<file path="src/rtl/arc4_key_search.sv">
// Brute-force ARC4 key search: sweeps 24-bit keys through the arc4 core and
// snoops its plaintext writes, stopping at the first fully printable result.
module arc4_key_search #(
    parameter logic [23:0] KEY_FIRST = 24'h000000,
    parameter logic [23:0] KEY_LAST  = 24'hFFFFFF,
    parameter logic [7:0]  CHAR_LO   = 8'h20,
    parameter logic [7:0]  CHAR_HI   = 8'h7E
) (
    input  logic        clk,
    input  logic        rst,
    input  logic        en,
    output logic        rdy,
    output logic [23:0] key,
    output logic        key_valid,
    output logic        a4_en,
    input  logic        a4_rdy,
    output logic        a4_rst_n,
    output logic [23:0] a4_key,
    input  logic        pt_wren,
    input  logic [7:0]  pt_addr,
    input  logic [7:0]  pt_wrdata
);

    typedef enum logic [2:0] {
        IDLE, LAUNCH, WAIT_BUSY, RUN, ABORT, NEXT, FOUND, FAIL
    } state_t;

    state_t     state;
    logic [1:0] busy_wait;
    logic       bad_write;

    // Address 0 carries the message length, so only the message bytes are screened.
    assign bad_write = pt_wren && (pt_addr != 8'd0) &&
                       ((pt_wrdata < CHAR_LO) || (pt_wrdata > CHAR_HI));

    // Start pulse is qualified by a4_rdy in the same cycle so a busy core never sees it.
    assign a4_en    = (state == LAUNCH) && a4_rdy;
    assign a4_rst_n = !rst && (state != ABORT);
    assign a4_key   = key;

    always_ff @(posedge clk or posedge rst) begin
        if (rst) begin
            state     <= IDLE;
            rdy       <= 1'b1;
            key       <= KEY_FIRST;
            key_valid <= 1'b0;
            busy_wait <= 2'd0;
        end else begin
            case (state)
                IDLE: begin
                    if (en) begin
                        state     <= LAUNCH;
                        rdy       <= 1'b0;
                        key       <= KEY_FIRST;
                        key_valid <= 1'b0;
                    end
                end
                LAUNCH: begin
                    if (a4_rdy) begin
                        state     <= WAIT_BUSY;
                        busy_wait <= 2'd0;
                    end
                end
                WAIT_BUSY: begin
                    // A core that never drops rdy missed the pulse; launch again.
                    if (!a4_rdy)
                        state <= RUN;
                    else if (busy_wait == 2'd3)
                        state <= LAUNCH;
                    else
                        busy_wait <= busy_wait + 2'd1;
                end
                RUN: begin
                    if (bad_write)
                        state <= ABORT;
                    else if (a4_rdy)
                        state <= FOUND;
                end
                ABORT: state <= NEXT;
                NEXT: begin
                    if (key == KEY_LAST) begin
                        state <= FAIL;
                    end else begin
                        key   <= key + 24'd1;
                        state <= LAUNCH;
                    end
                end
                FOUND: begin
                    key_valid <= 1'b1;
                    rdy       <= 1'b1;
                    state     <= IDLE;
                end
                FAIL: begin
                    key_valid <= 1'b0;
                    rdy       <= 1'b1;
                    state     <= IDLE;
                end
                default: state <= IDLE;
            endcase
        end
    end

endmodule

</file>
<file path="config.mk">
export PLATFORM = sky130hd
export DESIGN_NAME = arc4_key_search
export DESIGN_NICKNAME = d
export VERILOG_FILES = /design/src/rtl/arc4_key_search.sv
export SDC_FILE = /design/constraint.sdc
export NUM_CORES = 1
export LEC_CHECK = 0
export ABC_AREA = 1
export CORE_MARGIN = 3
export CORE_UTILIZATION = 30
export DETAILED_ROUTE_END_ITERATION = 8
export GPL_ROUTABILITY_DRIVEN = 0
export PLACE_DENSITY = 0.64
export SLEW_MARGIN = 15
export SYNTH_ARGS = -nofsm -noshare
export SYNTH_HDL_FRONTEND = slang
export SYNTH_SLANG_ARGS = --single-unit
</file>
<file path="constraint.sdc">
create_clock -name clk -period 1.85 [get_ports clk]
set_clock_uncertainty 0.1 [all_clocks]
set_input_delay 0.37 -clock clk [delete_from_list [all_inputs] [get_ports clk]]
set_output_delay 0.37 -clock clk [all_outputs]
set_load 0.01 [all_outputs]
</file>
### After elaboration in Yosys (flattened, before gate mapping)

Index checks and enable logic that the tools add are counted.

| operators by class | value |
|---|---|
| $add $sub $neg | 2 |
| multiply operators | 0 |
| div/mod/pow operators | 0 |
| order comparisons | 2 |
| equal/unequal tests | 17 |
| shifts and indexed selects | 0 |
| muxes and demuxes | 18 |
| bitwise gates (word level) | 0 |
| reduce and logical (&&, ||, !) cells | 18 |

Operators by type and width:

| kind | count |
|---|---|
| 24-bit 2-to-1 mux | 2 |
| 24-bit one-hot mux with 2 select lines | 1 |
| 24-bit by 1-bit adder with 24-bit output, second input constant | 1 |
| 24-bit == test, second input constant | 1 |
| 3-bit 2-to-1 mux | 7 |
| 3-bit one-hot mux with 7 select lines | 1 |
| 3-bit == test, second input constant | 4 |
| 2-bit != test, second input constant | 5 |
| 3-bit != test, second input constant | 3 |
| 8-bit by 7-bit > comparator with 1-bit output, second input constant | 1 |
| 8-bit by 6-bit < comparator with 1-bit output, second input constant | 1 |
| 4-bit AND reduction | 2 |
| 8-bit nonzero test | 1 |
| 3-bit by 2-bit == test with 1-bit output, second input constant | 2 |
| 2-bit 2-to-1 mux | 3 |
| 2-bit nonzero test | 3 |
| 1-bit logical AND | 4 |
| 2-bit one-hot mux with 2 select lines | 1 |
| 2-bit AND reduction | 2 |
| 3-bit by 1-bit == test with 1-bit output, second input constant | 1 |
| 3-bit logical NOT | 1 |
| 1-bit one-hot mux with 3 select lines | 1 |
| 3-bit AND reduction | 1 |
| 3-bit nonzero test | 1 |
| 7 further kinds | 7 |

| word-level totals | value |
|---|---|
| bits in registers | 31 |
| bits in latches | 0 |
| bits in writable memories | 0 |
| ROM bits | 0 |
| input bits | 21 |
| output and inout bits | 52 |
| word-level logic and storage cells | 62 |
| memories kept | 0 |

### Longest topological paths before layout

| logic depth | value |
|---|---|
| depth after elaboration | 5 |
| gate-level depth with buffers | 12 |
| gate-level depth less buffers | 11 |

### Worst setup path after synthesis

No wires, ideal clock.

| timing path | value |
|---|---|
| path type | flip-flop to flip-flop |
| start | register key[0] (netlist: a4_key[0]) |
| end | register key[15] (netlist: a4_key[15]) |
| library setup time | 0.118 ns |
| arrival time | 1.647 ns |
| data required time | 1.632 ns |
| setup slack | -0.015 ns |
| stages on the path, launching flop included | 12 |
| path through | dfrtp_1 ha_1 nand2_2 nor2_4 nand2_4 nor2_4 nand2_2 nand2_2 nand2_4 buf_4 nand3_1 nand2_1 |

| between the ends | value |
|---|---|
| word-level cells in the longest chain between the ends | 3 |
| elaborated cells on any way between the ends | 6 |

Ends and longest elaborated chain:

| element | line | text |
|---|---|---|
| start, declared | 13 | `output logic [23:0] key,` |
| start signal, assigned | 84 | `key <= key + 24'd1;` |
| 24-bit by 1-bit adder with 24-bit output / 24-bit == test (equally long branches) | 84, 81 |  |
| 24-bit 2-to-1 mux / 2-bit != test (equally long branches) | n/a |  |
| 24-bit one-hot mux with 2 select lines / 3-bit AND reduction (equally long branches) | n/a |  |

Several ways; a longest one is shown, not always the timed one. The select of a mux whose other input is x is not followed.
A chain may end at the register's enable or synchronous reset.

### Final worst setup path

| timing path | value |
|---|---|
| start | register key[9] (netlist: a4_key[9]) |
| end | output a4_key[9] |

RTL lines:

| element | line | text |
|---|---|---|
| end, declared | 18 | `output logic [23:0] a4_key,` |

No word-level cell between the ends.

==> flow_metrics.py <==
metrics = {
    "logic_synthesis": {
        "netlist_area_um2": 2300,
        "avgSynthCellArea_um2": 6.82,
        "seq_area_frac_synth_pct": 33.8,
        "synth_most_common_cell": "nand2_1",
        "yosys-top-cells-count": "nand2_1 (104), nor2_1 (43), inv_1 (35)",
        "synth_warnings": 0,
        "synth-edff-count": 0,
        "synth_area_leaders": "dfrtp_1 (33%), nand2_1 (17%), buf_4 (8.2%), nor2_1 (7.0%), nand3_1 (6.5%)",
        "netlist.area_leader.share_pct": 32.7,
        "ys_async_sr_fraction_pct": 100,
        "ys_ff_latch": 31,
        "syn-num-nets": 360,
        "synth_ff_type": "dfrtp_1",
        "yosysUniqueCellTypes": 31,
        "synth_top_area_cell": "dfrtp_1",
        "syn_inst": 337,
    },
    "flow_run": {
        "cap_violations": 0,
    },
    "floorplan": {
        "die_w_um": 93.5,
        "coreArea_um2": 7330,
        "num_rows": 31,
        "start_util_pct": 31.3,
        "chipHeight_um": 93.5,
        "top_level_ports": 73,
        "dieArea_um2": 8740,
    },
    "timing": {
        "worst_slew_pin_slew_ps": 354,
        "timing.final.hold_violations": 0,
        "fin_crit_ps": 1800,
        "fmax_mhz": 556,
        "rsz0062_at_grt": "yes",
        "relSlewSlack_pct": 76.2,
        "setup_violations": 0,
        "fin_crit_sh_pct": 97.3,
        "whs_ps": 357,
        "maxSlewViolCount": 0,
    },
    "clock_network": {
        "clock_latency_ps": 280,
        "hold_buffers": 0,
        "h-tree-depth": 2,
        "cts_buffer_depth": 2,
        "cts_tree": "yes",
        "cts_buffers": 5,
        "root_buffer": "clkbuf_8",
        "path_clk_slew_ps": 70,
        "clock_sinks": 31,
    },
    "global_route": {
        "grt_usage_pct": 15.2,
        "antenna_found_initial": 0,
        "gr-total-overflow": 0,
        "grt_pass1_wl_um": 10700,
        "grt_pass1_vias": 2264,
        "grt_max_degree": 32,
    },
    "power": {
        "leakagePower_uw": 0.00146,
        "power_density_nw_per_um2": 699,
        "total_power_uw": 2290,
        "ir_drop_mv": 0.409,
    },
    "routing": {
        "ant_nets": 0,
        "initialDrtViolationCount": 97,
        "finalWirelength_um": 6290,
        "routedWlPerCell_um": 12.2,
        "dr.pass1.iters": 5,
        "vias_per_cell": 4.56,
        "drc_errors": 0,
        "num_vias": 2348,
    },
    "placement": {
        "io_buffers": 72,
        "hpwl_um": 4840,
    },
    "worst_setup_path": {
        "crit_type": "flip-flop to output port",
        "cp.required_ps": 1380,
        "cp-end-kind": "output port",
        "worstPathArrival_ps": 1330,
        "cp_max_fo": 5,
        "worst_setup_path_start_kind": "flip-flop",
    },
    "layout": {
        "fill_cells": 725,
        "nets": 438,
        "drive_gt1_share_pct": 15.9,
        "antennaDiodeCount": 0,
        "synthToLayoutAreaGrowth_pct": 42.4,
    },
    "min_path": {
        "hp-class": "primary input to asynchronous set/reset pin",
    },
    "status": {
        "run_status": "finished, final reports clean",
    },
}
power by group:
part / internal (µW) / leakage [µW] / switching [µW]
Clock: 300 / 0.0000482 / 247
Combinational: 358 / 0.000999 / 563
Sequential: 761 / 0.000415 / 59.1
logic make-up (layout without fill, tap and decap cells):
family | Yosys count | in the layout | synth area share, %
DFF | 31 | 31 | 33.8
and+or+nand+nor | 203 | 203 | 38.7
buffers and inverters | 65 | 144 | 15.6
adders and majority gates | 2 | 2 | 1.09
xor gates and xnor gates | 11 | 11 | 4.19
AOI/OAI and AO/OA | 25 | 25 | 6.59
critical path, stage by stage (launching register included):
cell,delay [ps]
dfrtp_1,370
buf_4,150
clkdlybuf4s50_1,530
placed cells by master, fill, tap and decap left out, types with 5 or more instances in the layout:
cell type,synthesis,layout
buf_4,25,25
clkbuf_8,0,6
clkdlybuf4s50_1,0,66
dfrtp_1,30,24
dfrtp_2,0,6
inv_1,35,34
nand2_1,104,104
nand3_1,30,29
nor2_1,43,41
nor3_1,6,5
o21ai_0,9,8
o21ai_1,6,7
o21ai_2,6,6
xor2_1,8,8
path summary, 6_finish.rpt:
check	startpoint	to	slack, ps	cells after the start
min reg2reg	rdy	rdy	360	2
min	rst	key_valid	360	3
max reg2reg	a4_key[1]	a4_key[3]	90	10
max in group asynchronous	rst	rdy	1030	3
max	a4_key[9]	a4_key[9]	50	2
min in group clk	rdy	rdy	360	2
per-stage QoR:
stage / cells / worst slack (ps) / utilization, % / instance area (µm²) / setup TNS, ps
after floorplan: 337 / 8.63 / - / 2300 / 0
after global placement: 507 / -148 / 42.9 / 3140 / -197
after detailed placement: 507 / -150 / 42.9 / 3140 / -214
after CTS: 515 / 11.0 / 44.2 / 3240 / 0
after global routing: 515 / -16.9 / 44.6 / 3270 / -33.7
final: 515 / 50.4 / 44.6 / 3270 / 0
registers in the layout, summed over array words and instances (netlist names):
register and count:
rdy 1, state 3, busy_wait 2, key_valid 1
a4_key 24
repair_timing:
item,4_1_cts,5_1_grt
resized for setup,8,13
pin swaps,0,3
endpoints found under the setup margin,7,32
buffers inserted,0,0
final cells by class:
cell class	instances	area, µm²	area share [%]
tap	99	124	3.79
timing repair buffer	99	947	28.9
clock inverter	1	5.00	0.153
sequential	31	785	24.0
multi-input combinational	241	1180	36.0
clock buffer	7	86.3	2.64
inverter	37	146	4.47
per-layer routing:
layer	vias to the layer above	global-route usage, %	wire, µm
met2	50	25.4	3110
met4	0	3.42	62
met1	1101	20.6	2880
met5	-	0	0
met3	7	2.41	230
li1	1190	-	-
Note: power is estimated with default switching activity, not from simulation.
